==> src/rtl/block_code_pkg.sv <==
// Shared constants, decoded-word layout and helpers for the block-code
// decision stage that follows the fast Hadamard transform.
package block_code_pkg;

  localparam int COEF_WIDTH      = 10;
  localparam int LOG2_N          = 5;
  localparam int MASK_BITS       = 7;
  localparam int DEC_WIDTH       = 1 + LOG2_N + MASK_BITS;
  localparam int MAX_CODE_LENGTH = 13;

  // Decoded word layout, LSB first: sign, Walsh index, mask index.
  typedef struct packed {
    logic [MASK_BITS-1:0] mask;
    logic [LOG2_N-1:0]    idx;
    logic                 sign;
  } dec_word_t;

  // Keep only the low len bits of a decoded word; higher bits read as zero.
  function automatic logic [DEC_WIDTH-1:0] mask_to_length(
    input logic [DEC_WIDTH-1:0] word,
    input logic [3:0]           len
  );
    logic [DEC_WIDTH-1:0] res;
    res = '0;
    for (int i = 0; i < DEC_WIDTH; i++) begin
      if (i < int'(len)) res[i] = word[i];
    end
    return res;
  endfunction

endpackage

==> src/rtl/coef_magnitude.sv <==
// First pipeline stage of the max search: magnitude and sign of the incoming
// coefficient, registered together with its framing side-band.
module coef_magnitude #(
  parameter int W  = 10,
  parameter int IW = 5,
  parameter int MW = 7
) (
  input  logic          clk,
  input  logic          rst,
  input  logic          in_valid,
  input  logic [W-1:0]  coef,
  input  logic [IW-1:0] idx,
  input  logic [MW-1:0] mask,
  input  logic          first,
  input  logic          eoc,
  input  logic          err,
  input  logic [3:0]    len,
  output logic          s1_valid,
  output logic [W-1:0]  s1_mag,
  output logic          s1_sign,
  output logic [IW-1:0] s1_idx,
  output logic [MW-1:0] s1_mask,
  output logic          s1_first,
  output logic          s1_eoc,
  output logic          s1_err,
  output logic [3:0]    s1_len
);

  // Two's complement negation; the most negative value becomes 2^(W-1)
  // which still fits as an unsigned W-bit magnitude.
  logic [W-1:0] mag;
  assign mag = coef[W-1] ? (~coef + 1'b1) : coef;

  // Register magnitude and side-band; data only moves on valid beats.
  always_ff @(posedge clk or negedge rst) begin
    if (!rst) begin
      s1_valid <= 1'b0;
      s1_mag   <= '0;
      s1_sign  <= 1'b0;
      s1_idx   <= '0;
      s1_mask  <= '0;
      s1_first <= 1'b0;
      s1_eoc   <= 1'b0;
      s1_err   <= 1'b0;
      s1_len   <= '0;
    end else begin
      s1_valid <= in_valid;
      if (in_valid) begin
        s1_mag   <= mag;
        s1_sign  <= coef[W-1];
        s1_idx   <= idx;
        s1_mask  <= mask;
        s1_first <= first;
        s1_eoc   <= eoc;
        s1_err   <= err;
        s1_len   <= len;
      end
    end
  end

endmodule

==> src/rtl/fht_max_search.sv <==
// Decision stage after the FHT: finds the largest-magnitude coefficient over
// all mask hypotheses of a codeword and emits {mask, idx, sign} truncated to
// the code length, two cycles after the final beat.
module fht_max_search
  import block_code_pkg::*;
#(
  parameter int COEF_WIDTH = block_code_pkg::COEF_WIDTH,
  parameter int LOG2_N     = block_code_pkg::LOG2_N,
  parameter int MASK_BITS  = block_code_pkg::MASK_BITS,
  parameter int DEC_WIDTH  = block_code_pkg::DEC_WIDTH
) (
  input  logic                         clk,
  input  logic                         rst,
  input  logic signed [COEF_WIDTH-1:0] coef,
  input  logic                         coef_valid,
  input  logic                         coef_last,
  input  logic                         mask_last,
  input  logic [3:0]                   code_length,
  output logic [DEC_WIDTH-1:0]         dec_bits,
  output logic [COEF_WIDTH-1:0]        best_metric,
  output logic                         dec_valid,
  output logic                         frame_err
);

  logic [LOG2_N-1:0]    coef_idx_reg;
  logic [MASK_BITS-1:0] mask_idx_reg;
  logic                 in_cw_reg;
  logic [3:0]           len_reg;

  logic       first, eoc, len_bad, beat_err;
  logic [3:0] len_cur;

  // Front end: framing checks and per-codeword length capture.
  always_comb begin
    first    = ~in_cw_reg;
    eoc      = coef_last & mask_last;
    len_bad  = (code_length == 4'd0) || (code_length > 4'(MAX_CODE_LENGTH));
    len_cur  = first ? (len_bad ? 4'(MAX_CODE_LENGTH) : code_length) : len_reg;
    beat_err = (coef_last && (coef_idx_reg != '1))
             | (!coef_last && (coef_idx_reg == '1))
             | (coef_last && !mask_last && (mask_idx_reg == '1))
             | (mask_last && !coef_last)
             | (first && len_bad);
  end

  // Coefficient / mask counters and the in-codeword flag.
  always_ff @(posedge clk or negedge rst) begin
    if (!rst) begin
      coef_idx_reg <= '0;
      mask_idx_reg <= '0;
      in_cw_reg    <= 1'b0;
      len_reg      <= '0;
    end else if (coef_valid) begin
      in_cw_reg <= ~eoc;
      len_reg   <= len_cur;
      if (coef_last) begin
        coef_idx_reg <= '0;
        mask_idx_reg <= eoc ? '0 : mask_idx_reg + 1'b1;
      end else begin
        coef_idx_reg <= coef_idx_reg + 1'b1;
      end
    end
  end

  logic                  s1_valid, s1_sign, s1_first, s1_eoc, s1_err;
  logic [COEF_WIDTH-1:0] s1_mag;
  logic [LOG2_N-1:0]     s1_idx;
  logic [MASK_BITS-1:0]  s1_mask;
  logic [3:0]            s1_len;

  coef_magnitude #(
    .W  (COEF_WIDTH),
    .IW (LOG2_N),
    .MW (MASK_BITS)
  ) u_coef_magnitude (
    .clk      (clk),
    .rst      (rst),
    .in_valid (coef_valid),
    .coef     (coef),
    .idx      (coef_idx_reg),
    .mask     (mask_idx_reg),
    .first    (first),
    .eoc      (eoc),
    .err      (beat_err),
    .len      (len_cur),
    .s1_valid (s1_valid),
    .s1_mag   (s1_mag),
    .s1_sign  (s1_sign),
    .s1_idx   (s1_idx),
    .s1_mask  (s1_mask),
    .s1_first (s1_first),
    .s1_eoc   (s1_eoc),
    .s1_err   (s1_err),
    .s1_len   (s1_len)
  );

  dec_word_t             best_reg, best_next;
  logic [COEF_WIDTH-1:0] best_mag_reg, best_mag_next;
  logic                  err_acc_reg, err_next, take;

  // Strict greater-than keeps the earliest beat on ties.
  always_comb begin
    take          = s1_valid && (s1_first || (s1_mag > best_mag_reg));
    best_next     = best_reg;
    best_mag_next = best_mag_reg;
    if (take) begin
      best_next     = '{mask: s1_mask, idx: s1_idx, sign: s1_sign};
      best_mag_next = s1_mag;
    end
    err_next = s1_first ? s1_err : (err_acc_reg | s1_err);
  end

  logic [DEC_WIDTH-1:0]  dec_bits_reg;
  logic [COEF_WIDTH-1:0] best_metric_reg;
  logic                  dec_valid_reg, frame_err_reg;

  // Best tracking, sticky error and output registers; the result is formed
  // from the next-state values so the end beat itself can win.
  always_ff @(posedge clk or negedge rst) begin
    if (!rst) begin
      best_reg        <= '0;
      best_mag_reg    <= '0;
      err_acc_reg     <= 1'b0;
      dec_bits_reg    <= '0;
      best_metric_reg <= '0;
      dec_valid_reg   <= 1'b0;
      frame_err_reg   <= 1'b0;
    end else begin
      dec_valid_reg <= 1'b0;
      if (s1_valid) begin
        best_reg     <= best_next;
        best_mag_reg <= best_mag_next;
        err_acc_reg  <= err_next;
        if (s1_eoc) begin
          dec_bits_reg    <= mask_to_length(best_next, s1_len);
          best_metric_reg <= best_mag_next;
          frame_err_reg   <= err_next;
          dec_valid_reg   <= 1'b1;
        end
      end
    end
  end

  assign dec_bits    = dec_bits_reg;
  assign best_metric = best_metric_reg;
  assign dec_valid   = dec_valid_reg;
  assign frame_err   = frame_err_reg;

endmodule

==> config.mk <==
export PLATFORM = sky130hd
export DESIGN_NAME = fht_max_search
export DESIGN_NICKNAME = d
export VERILOG_FILES = /design/src/rtl/block_code_pkg.sv /design/src/rtl/coef_magnitude.sv /design/src/rtl/fht_max_search.sv
export SDC_FILE = /design/constraint.sdc
export NUM_CORES = 1
export LEC_CHECK = 0
export BUFFER_PORTS_ARGS = -buffer_cell sky130_fd_sc_hd__buf_2
export CORE_UTILIZATION = 59
export CTS_CLUSTER_DIAMETER = 80
export DETAILED_ROUTE_END_ITERATION = 8
export GPL_ROUTABILITY_DRIVEN = 1
export PLACE_DENSITY_LB_ADDON = 0.05
export SETUP_SLACK_MARGIN = 0.02
export SYNTH_ARGS = -nofsm -noshare
export SYNTH_HDL_FRONTEND = slang
export SYNTH_SLANG_ARGS = --single-unit
==> constraint.sdc <==
create_clock -name clk -period 2.47 [get_ports clk]
set_clock_uncertainty 0.05 [all_clocks]
set_input_delay 0.247 -clock clk [delete_from_list [all_inputs] [get_ports clk]]
set_output_delay 0.247 -clock clk [all_outputs]
set_load 0.02 [all_outputs]
==> out/qor.yml, run 1 <==
vias_per_cell: 5.80
cp.arrival_ns: 2.48
synth.net_count: 473
async_reset_ff_share_pct: 100
post-route-period-util_pct: 91.9
ios: 44
ctsResizeCount: 0
clockBufferDepth: 2
dp.cells: 559
die_width_um: 89.8
grt_pass1_vias: 3138
worst_setup_path_end_kind: "register"
routabilityCongestion: 0.815
vias: 3339
fill_cells: 595
outcome: "finished, final reports clean"
core_region_area_mm2: 0.00733
clock-sinks: 93
place_ws_ns: 0.195
syn_area_per_cell_um2: 10.3
grt.total_usage_pct: 25.7
synth_seq_cells: 93
p_per_area_mw_per_mm2: 974
period_minus_slack_ns: 2.27
yosysUniqueCellTypes: 47
cts_tree: "done"
clockRootBuffer: "clkbuf_8"
h-tree-depth: 3
instances_no_fill: 576
ys_top_cells_by_area: "dfrtp_1 51%, mux2_2 5.9%, a221o_1 4.0%"
postSynthCellCount: 440
drc: 0
yosysSeqAreaShare_pct: 51.2
yosys_most_used_dff: "dfrtp_1"
diodes: 0
relSlewSlack_pct: 67.6
cp.required_ns: 2.68
drv_slew: 0
layout.nets: 505
final_common_cell: "dfrtp_1"
netlist.area_leader.share_pct: 51.2
crit_fanout: 46
synthToLayoutAreaGrowth_pct: 11.8
max_freq_ghz: 0.441
setup_violations: 0
synth_edf_count: 0
clkLatencyLatePin_ns: 0.37
place_hpwl_um: 6460
setup_ws_ns: 0.201
yosysWarnings: 0
p_leak_nw: 2.38
antenna_found_initial: 0
start_util_pct: 62.0
peakVddDrop_mv: 0.380
clkTransAtPathRegs_ns: 0.09
rsz0062_at_grt: "false"
drive_gt1_share_pct: 19.3
hold_viol: 0
drv_cap: 0
port_buffers: 43
tightestPinTransition_ns: 0.486
hold_class: "input port to register"
grt_pass1_wl_um: 16400
cts_made_buffers: 9
cts_setup_buffers: 0
path_class: "register to register"
gr-total-overflow: 0
synth_top_cell_by_area: "dfrtp_1"
netlist_area_mm2: 0.00454
drt_iter0_drc: 251
fin_setup_tns_ns: 0
grt_max_degree: 59
start_kind: "register"
fp-row-count: 31
die-area_mm2: 0.00806
r2r_setup_slack_ns: 0.20
routedWlPerCell_um: 16.0
antenna_left: 0
wirelength_um: 9240
fp.dieH_um: 89.8
p_total_mw: 4.95
detail_route.first_pass.iterations: 5
layout_common_cells: "93 x dfrtp_1, 42 x buf_2, 37 x nand2_1"
==> stage by stage <==
step	util, %	hold slack [ns]	cell area, um2
6_report	69.3	0.0997	5080
5_1_grt	69.3	0.110	5080
4_1_cts	69.3	0.0932	5080
3_5_place_dp	66.2	0.193	4850
3_3_place_gp	66.2	0.182	4850
2_1_floorplan	-	-0.0986	4540
==> worst paths after layout <==
kind                                                  from                          to  cells past startpoint
worst max-delay path            u_coef_magnitude.s1_mag[5]                best_reg[12]                      7
worst min-delay path                               coef[0]  u_coef_magnitude.s1_mag[0]                      3
worst max register to register  u_coef_magnitude.s1_mag[5]                best_reg[12]                      7
worst min register to register                   frame_err                   frame_err                      2
max in group asynchronous                              rst  u_coef_magnitude.s1_mag[4]                      3
min in group asynchronous                              rst                 best_reg[6]                      2
==> Yosys cell counts, types with 13 or more instances <==
library cell / count
o21ai_0: 29
and3_1: 13
ha_1: 14
inv_1: 21
a221o_1: 18
mux2_2: 24
a21oi_1: 32
dfrtp_1: 93
nor2_1: 22
clkbuf_1: 23
nand2_1: 37
nand3_1: 20
==> layout make-up <==
cell class | instances | area, um2 | share of cell area [%]
clock inverters | 7 | 96.3 | 1.90
inverters | 22 | 82.6 | 1.63
clock buffers | 9 | 124 | 2.44
repair buffers | 51 | 318 | 6.25
well taps | 99 | 124 | 2.44
flip-flops and latches | 93 | 2330 | 45.8
multi-input cells | 295 | 2010 | 39.5
==> critical path, stage by stage (launching register included) <==
cell,delay [ns]
dfrtp_1,0.42
ha_1,0.33
nand4_1,0.14
a211o_1,0.31
o2111ai_2,0.10
and2_1,0.21
buf_12,0.24
mux2_2,0.36
==> report_power, final <==
group / total [mW] / switching, mW / internal (mW) / leakage [nW]
clock network: 1.12 / 0.547 / 0.575 / 0.114
registers: 2.26 / 0.312 / 1.95 / 1.15
logic: 1.57 / 0.913 / 0.657 / 1.11
total: 4.95 / 1.77 / 3.18 / 2.38
==> cell families (layout without fill, tap and decap cells) <==
family	count (synthesis)	count (layout)	share of synthesized area (%)
xor+xnor	7	7	1.35
compound gates	114	114	16.9
flops	93	93	51.2
simple gates	126	126	13.6
fa+ha+maj	14	14	3.86
buf+inv	52	89	4.68
mux	34	34	8.37
==> layer usage <==
metal	share of wire (%)	global-route usage [%]	up-vias
li1	-	-	1647
met1	52	42.1	1584
met2	42	33.9	102
met3	5.7	5.08	6
met4	0.80	7.38	0
met5	0	0	-
==> what timing repair did <==
action | 4_1_cts | 5_1_grt
endpoints found under the hold margin | 35 | 0
setup endpoints to repair | 0 | 0
hold buffers | 1 | 0
No activity file was read; power rests on OpenSTA's default activity.
==> inputs of run 2 (changes only) <==
==> constraint.sdc (replaced) <==
create_clock -name clk -period 2.47 [get_ports clk]
set_clock_uncertainty 0.05 [all_clocks]
set_input_delay 0.3705 -clock clk [delete_from_list [all_inputs] [get_ports clk]]
set_output_delay 0.3705 -clock clk [all_outputs]
set_load 0.02 [all_outputs]
==> run 2 against run 1 <==
Net effect: cell area is essentially flat; combinational power is essentially flat; sequential power is essentially flat; largest power group unchanged; critical endpoint is now dec_bits[2].
==> out/qor.yml, run 2 (synthesis gave the netlist of run 1 again) <==
drive_gt1_share_pct: 19.8  # +0.50 points
ctsResizeCount: 0  # unchanged
design_area_mm2: 0.00508  # about the same
vias_per_cell: 5.86  # +1.1%
die-area_mm2: 0.00806  # unchanged
max_freq_ghz: 0.427  # -3.2%
drt_iter0_drc: 308  # +23%
period_minus_slack_ns: 2.34  # +0.0740 ns
p_per_area_mw_per_mm2: 981  # +0.71%
place_hpwl_um: 6730  # +4.0%
p_total_mw: 4.98  # +0.68%
path_class: "register to register"
fp.dieH_um: 89.8  # unchanged
post-route-period-util_pct: 94.9  # +3.0 points
detail_route.first_pass.iterations: 4  # -1
hold_viol: 0  # unchanged
tightestPinTransition_ns: 0.560  # +0.0744 ns
fin_setup_tns_ns: 0  # unchanged
placedInstanceArea_mm2: 0.00485  # about the same
drv_slew: 0  # unchanged
drc: 0  # unchanged
fp-row-count: 31  # unchanged
wirelength_um: 9720  # +5.2%
worstSetupStartpoint: "u_coef_magnitude.s1_mag[5]"
worst_setup_path_end_kind: "register"
antenna_found_initial: 0  # unchanged
die_width_um: 89.8  # unchanged
layout_common_cells: "93 x dfrtp_1, 42 x buf_2, 37 x nand2_1"
vias: 3393  # +1.6%
clockBufferDepth: 2  # unchanged
cts_tree: "done"
ios: 44  # unchanged
reg2reg_from: "u_coef_magnitude.s1_mag[5]"
routabilityCongestion: 0.844  # +3.6%
gr-total-overflow: 0  # unchanged
grt.total_usage_pct: 26.0  # +0.29 points
cp.arrival_ns: 2.54  # +0.06 ns
clockRootBuffer: "clkbuf_8"
clkLatencyLatePin_ns: 0.37  # about the same
hold_start: "coef[0]"
path_delay_family: "compound AO/OA/AOI/OAI gates"
layout.nets: 508  # +0.59%
crit_fanout: 32  # -30%
cts_made_buffers: 9  # unchanged
start_util_pct: 62.0  # unchanged
setup_violations: 0  # unchanged
peakVddDrop_mv: 0.422  # +11%
grt_max_degree: 50  # -15%
outcome: "finished, final reports clean"
grt_pass1_vias: 3259  # +3.9%
hold_buffers: 1  # unchanged
hold_class: "input port to register"
start_kind: "register"
drv_cap: 0  # unchanged
critPathMaxStageDelay_ns: 0.44  # +0.02 ns
clock-sinks: 93  # unchanged
port_buffers: 43  # unchanged
relSlewSlack_pct: 62.7  # -5.0 points
core_region_area_mm2: 0.00733  # unchanged
p_leak_nw: 2.37  # -0.19%
fill_cells: 571  # -4.0%
path_buf_inv: 1  # unchanged
antenna_left: 0  # unchanged
clkTransAtPathRegs_ns: 0.09  # about the same
h-tree-depth: 3  # unchanged
rsz0062_at_grt: "false"
path_cells: "ha_1 > nand4_1 > a211o_1 > o2111ai_2 > buf_4 > a21oi_1 > a311o_1"
synthToLayoutAreaGrowth_pct: 11.8  # about the same
diodes: 0  # unchanged
cp.required_ns: 2.67  # about the same
grt_pass1_wl_um: 16500  # +0.67%
routedWlPerCell_um: 16.8  # +4.7%
crit_slowest_cell: "dfrtp_1"
cts_setup_buffers: 0  # unchanged
final_common_cell: "dfrtp_1"
## run 2: cell types whose count changed in the layout (fill, tap and decap cells not counted), sizes merged
cell,delta
clkinvlp,+2
clkinv,-2
buf,+3
## run 2: report_power, final
part | switching [mW] | total [mW] | internal, mW | leakage, nW
Combinational | 0.931 | 1.59 | 0.658 | 1.12
Sequential | 0.315 | 2.26 | 1.95 | 1.15
Clock | 0.559 | 1.13 | 0.575 | 0.106
## run 2: worst paths after layout
path	endpoint	slack, ns	depth (start not counted)
min in group asynchronous	best_reg[6]	0.47	2
hold reg to reg	frame_err	0.44	2
setup / recovery	dec_bits[2]	0.13	7
max in group asynchronous	u_coef_magnitude.s1_mask[0]	1.19	3
setup reg to reg	dec_bits[2]	0.13	7
hold / removal	u_coef_magnitude.s1_mag[0]	0.22	3
## run 2: per-stage QoR
step	util [%]	setup slack, ns	std cells	hold WS, ns
after global routing	69.3	0.0382	579	0.252
after floorplan	-	0.263	440	0.0249
after CTS	69.3	0.148	579	0.217
final	69.3	0.127	579	0.224
after global placement	66.1	0.303	562	0.349
after detailed placement	66.1	0.167	562	0.346
## run 2: layout make-up
class                           count  area [um2]  share of cell area (%)
Clock inverter                      7        97.6                    1.92
Tap cell                           99         124                    2.44
Inverter                           22        82.6                    1.63
Timing Repair Buffer               54         315                    6.21
Multi-Input combinational cell    295        2010                    39.6
Sequential cell                    93        2330                    45.8
Clock buffer                        9         124                    2.44
## run 2: layer usage
layer / vias to the layer above / track usage (%) / wire (um)
met5: - / 0 / 0
met4: 0 / 9.84 / 143
met3: 13 / 3.05 / 500
met2: 99 / 36.9 / 4270
met1: 1625 / 40.7 / 4810
li1: 1656 / - / -
## run 2: worst min-delay path, cell delays in order
cell	delay [ns]
buf_2	0.11
nand2_1	0.06
o21ai_0	0.06
==> inputs of run 3 (changes only) <==
--- a/config.mk
+++ b/config.mk
@@ -10,8 +10,10 @@
 export CTS_CLUSTER_DIAMETER = 80
 export DETAILED_ROUTE_END_ITERATION = 8
 export GPL_ROUTABILITY_DRIVEN = 1
+export GPL_TIMING_DRIVEN = 0
 export PLACE_DENSITY_LB_ADDON = 0.05
 export SETUP_SLACK_MARGIN = 0.02
 export SYNTH_ARGS = -nofsm -noshare
 export SYNTH_HDL_FRONTEND = slang
+export SYNTH_HIERARCHICAL = 1
 export SYNTH_SLANG_ARGS = --single-unit
==> run 3 against run 2 <==
Net effect: routed wire length is 15% higher; hold slack lost 0.11 ns; maximum frequency fell by 2.3%; count of clock-buffer cells in the layout up 3; global-route usage up 1.8 points; area after synthesis up 5.3%; synthesized cell count increased by 2.7%; highest routed layer unchanged.
==> out/qor.yml, run 3 <==
p_leak_nw: 2.62  # +10%
drt_iter0_drc: 276  # -10%
synthAdderAreaFrac_pct: 3.66  # -0.20 points
vias_per_cell: 6.14  # +4.8%
synth.top_cells.by_count: "97 x dfrtp_1, 32 x mux2_2, 29 x nand2_1, 25 x inv_1, 24 x a21oi_1"
diodes: 0  # unchanged
yosys_most_used_dff: "dfrtp_1"
clockRootBuffer: "clkbuf_8"
async_reset_ff_share_pct: 100  # unchanged
drive_gt1_share_pct: 22.4  # +2.6 points
seqCellArea_mm2: 0.00243  # +4.4%
h-tree-depth: 3  # unchanged
grt_pass1_vias: 3661  # +12%
synth_most_common_cell: "dfrtp_1"
hold_viol: 0  # unchanged
placedInstanceArea_mm2: 0.00516  # +6.4%
final_common_cell: "dfrtp_1"
synth_top_cell_by_area: "dfrtp_1"
antenna_found_initial: 0  # unchanged
netlist_area_mm2: 0.00479  # +5.3%
synth_xor_area_share_pct: 1.28  # -0.068 points
max_freq_ghz: 0.417  # -2.3%
cp.required_ns: 2.66  # about the same
multiInputGateArea_mm2: 0.00218  # +8.4%
grt_max_degree: 51  # +2.0%
vias: 3814  # +12%
cts_made_buffers: 9  # unchanged
netlist.area_leader.share_pct: 50.7  # -0.51 points
drv_cap: 0  # unchanged
hold_class: "input port to register"
cp.arrival_ns: 2.58  # +0.04 ns
start_util_pct: 61.6  # -0.36 points
crit_fanout: 10  # -69%
yosysWarnings: 6  # +6
yosysUniqueCellTypes: 47  # unchanged
synthToLayoutAreaGrowth_pct: 15.4
p_per_area_mw_per_mm2: 943  # -3.9%
period_minus_slack_ns: 2.40  # +0.0546 ns
whs_ns: 0.111  # -0.113 ns
detail_route.first_pass.iterations: 5  # +1
core_region_area_mm2: 0.00777  # +6.0%
worst_setup_path_end_kind: "register"
antenna_left: 0  # unchanged
ios: 44  # unchanged
fp.dieH_um: 92.1  # +2.6%
start_kind: "register"
tightestPinTransition_ns: 0.649  # +0.0890 ns
design_area_mm2: 0.00552  # +8.7%
path_class: "register to register"
postSynthCellCount: 452  # +2.7%
relSlewSlack_pct: 56.7  # -5.9 points
r2r_setup_slack_ns: 0.07  # -0.05 ns
clockBufferDepth: 2  # unchanged
gr-total-overflow: 0  # unchanged
ys_top_cells_by_area: "dfrtp_1 51%, mux2_2 7.5%, ha_1 3.7%"
yosysSeqAreaShare_pct: 50.7  # -0.51 points
synth_compound_area_share_pct: 15.9  # -1.0 points
wirelength_um: 11100  # +15%
post-route-util_pct: 71.1  # +1.8 points
port_buffers: 43  # unchanged
synth_seq_cells: 97  # +4.3%
rsz0062_at_grt: "false"
place_hpwl_um: 7700  # +14%
synth-simple-area-share_pct: 14.1  # +0.51 points
drc: 0  # unchanged
cts_tree: "done"
layout.nets: 547  # +7.7%
grt.total_usage_pct: 27.8  # +1.8 points
setup_ws_ns: 0.0726  # -0.0546 ns
drv_slew: 0  # unchanged
clkTransAtPathRegs_ns: 0.09  # about the same
clock-sinks: 97  # +4.3%
synth_mux_area_share_pct: 9.62  # +1.2 points
place_ws_ns: -0.155  # -0.322 ns
synth_edf_count: 0  # unchanged
die-area_mm2: 0.00848  # +5.2%
clkLatencyLatePin_ns: 0.36  # about the same
setup_violations: 0  # unchanged
syn_area_per_cell_um2: 10.6  # +2.5%
layout_common_cells: "96 x dfrtp_1, 45 x buf_2, 32 x mux2_2"
synth.net_count: 485  # +2.5%
grt_pass1_wl_um: 18200  # +10%
fp-row-count: 32  # +3.2%
routedWlPerCell_um: 17.9  # +6.8%
fill_cells: 580  # +1.6%
post-route-period-util_pct: 97.1  # +2.2 points
synth_top_family_by_area: "compound AO/OA/AOI/OAI gates"
die_width_um: 92.1  # +2.6%
outcome: "finished, final reports clean"
peakVddDrop_mv: 0.490  # +16%
routabilityCongestion: 0.836  # -0.88%
==> run 3: stage by stage <==
stage | setup TNS (ns) | total power [mW] | std cells
finish | 0 | 5.21 | 621
global placement | -0.623 | 3.75 | 597
detailed placement | -1.33 | 3.83 | 598
global route | 0 | 5.49 | 621
floorplan | 0 | 3.28 | 452
CTS | 0 | 5.04 | 615
==> run 3: worst max-delay path, stage by stage (launching register included) <==
cell	delay, ns
dfrtp_1	0.45
ha_1	0.32
nand4_1	0.18
a211o_1	0.32
o2111ai_4	0.15
and2_4	0.19
buf_6	0.15
buf_12	0.15
mux2_1	0.32
==> run 3: where the power goes <==
| part | switching (mW) | internal, mW | leakage, nW |
|---|---|---|---|
| clock | 0.540 | 0.654 | 0.123 |
| combinational | 1.03 | 0.747 | 1.25 |
| sequential | 0.273 | 1.96 | 1.25 |
| total | 1.84 | 3.36 | 2.62 |
==> run 3: area by class of cell <==
class / instances / share of cell area, %
Clock buffer: 12 / 2.99
Buffer: 29 / 2.79
Sequential cell: 97 / 44.0
Tap cell: 102 / 2.31
Inverter: 25 / 1.70
Multi-Input combinational cell: 301 / 39.5
Clock inverter: 4 / 1.34
Timing Repair Buffer: 51 / 5.44
==> run 3: timing repair <==
action	CTS	global route
endpoints found under the setup margin	37	38
hold endpoints to repair	6	0
setup buffers	0	6
hold buffers	1	0
pin swaps	1	7
gates resized for setup	5	14
==> run 3: cells by family after synthesis <==
family | after synthesis
simple gates | 131
xor+xnor | 7
fa+ha+maj | 14
flops | 97
buf+inv | 54
compound gates | 108
mux | 41
==> run 3: final timing paths <==
kind	startpoint	end	cells after the start
max in group asynchronous	rst	u_coef_magnitude/s1_mag[5]	3
max reg2reg	u_coef_magnitude/s1_mag[8]	best_mag_reg[0]	8
max	u_coef_magnitude/s1_mag[8]	best_mag_reg[0]	8
min reg2reg	best_reg[8]	best_reg[8]	1
min	coef_valid	u_coef_magnitude/s1_valid	1
min in group asynchronous	rst	best_reg[11]	2
==> run 3: routing by layer <==
| layer | wire, um | track usage [%] | up-vias |
|---|---|---|---|
| met5 | 0 | 0 | - |
| met4 | 214 | 10.4 | 0 |
| li1 | - | - | 1789 |
| met3 | 513 | 3.48 | 20 |
| met1 | 5290 | 40.9 | 1891 |
| met2 | 5110 | 42.1 | 114 |
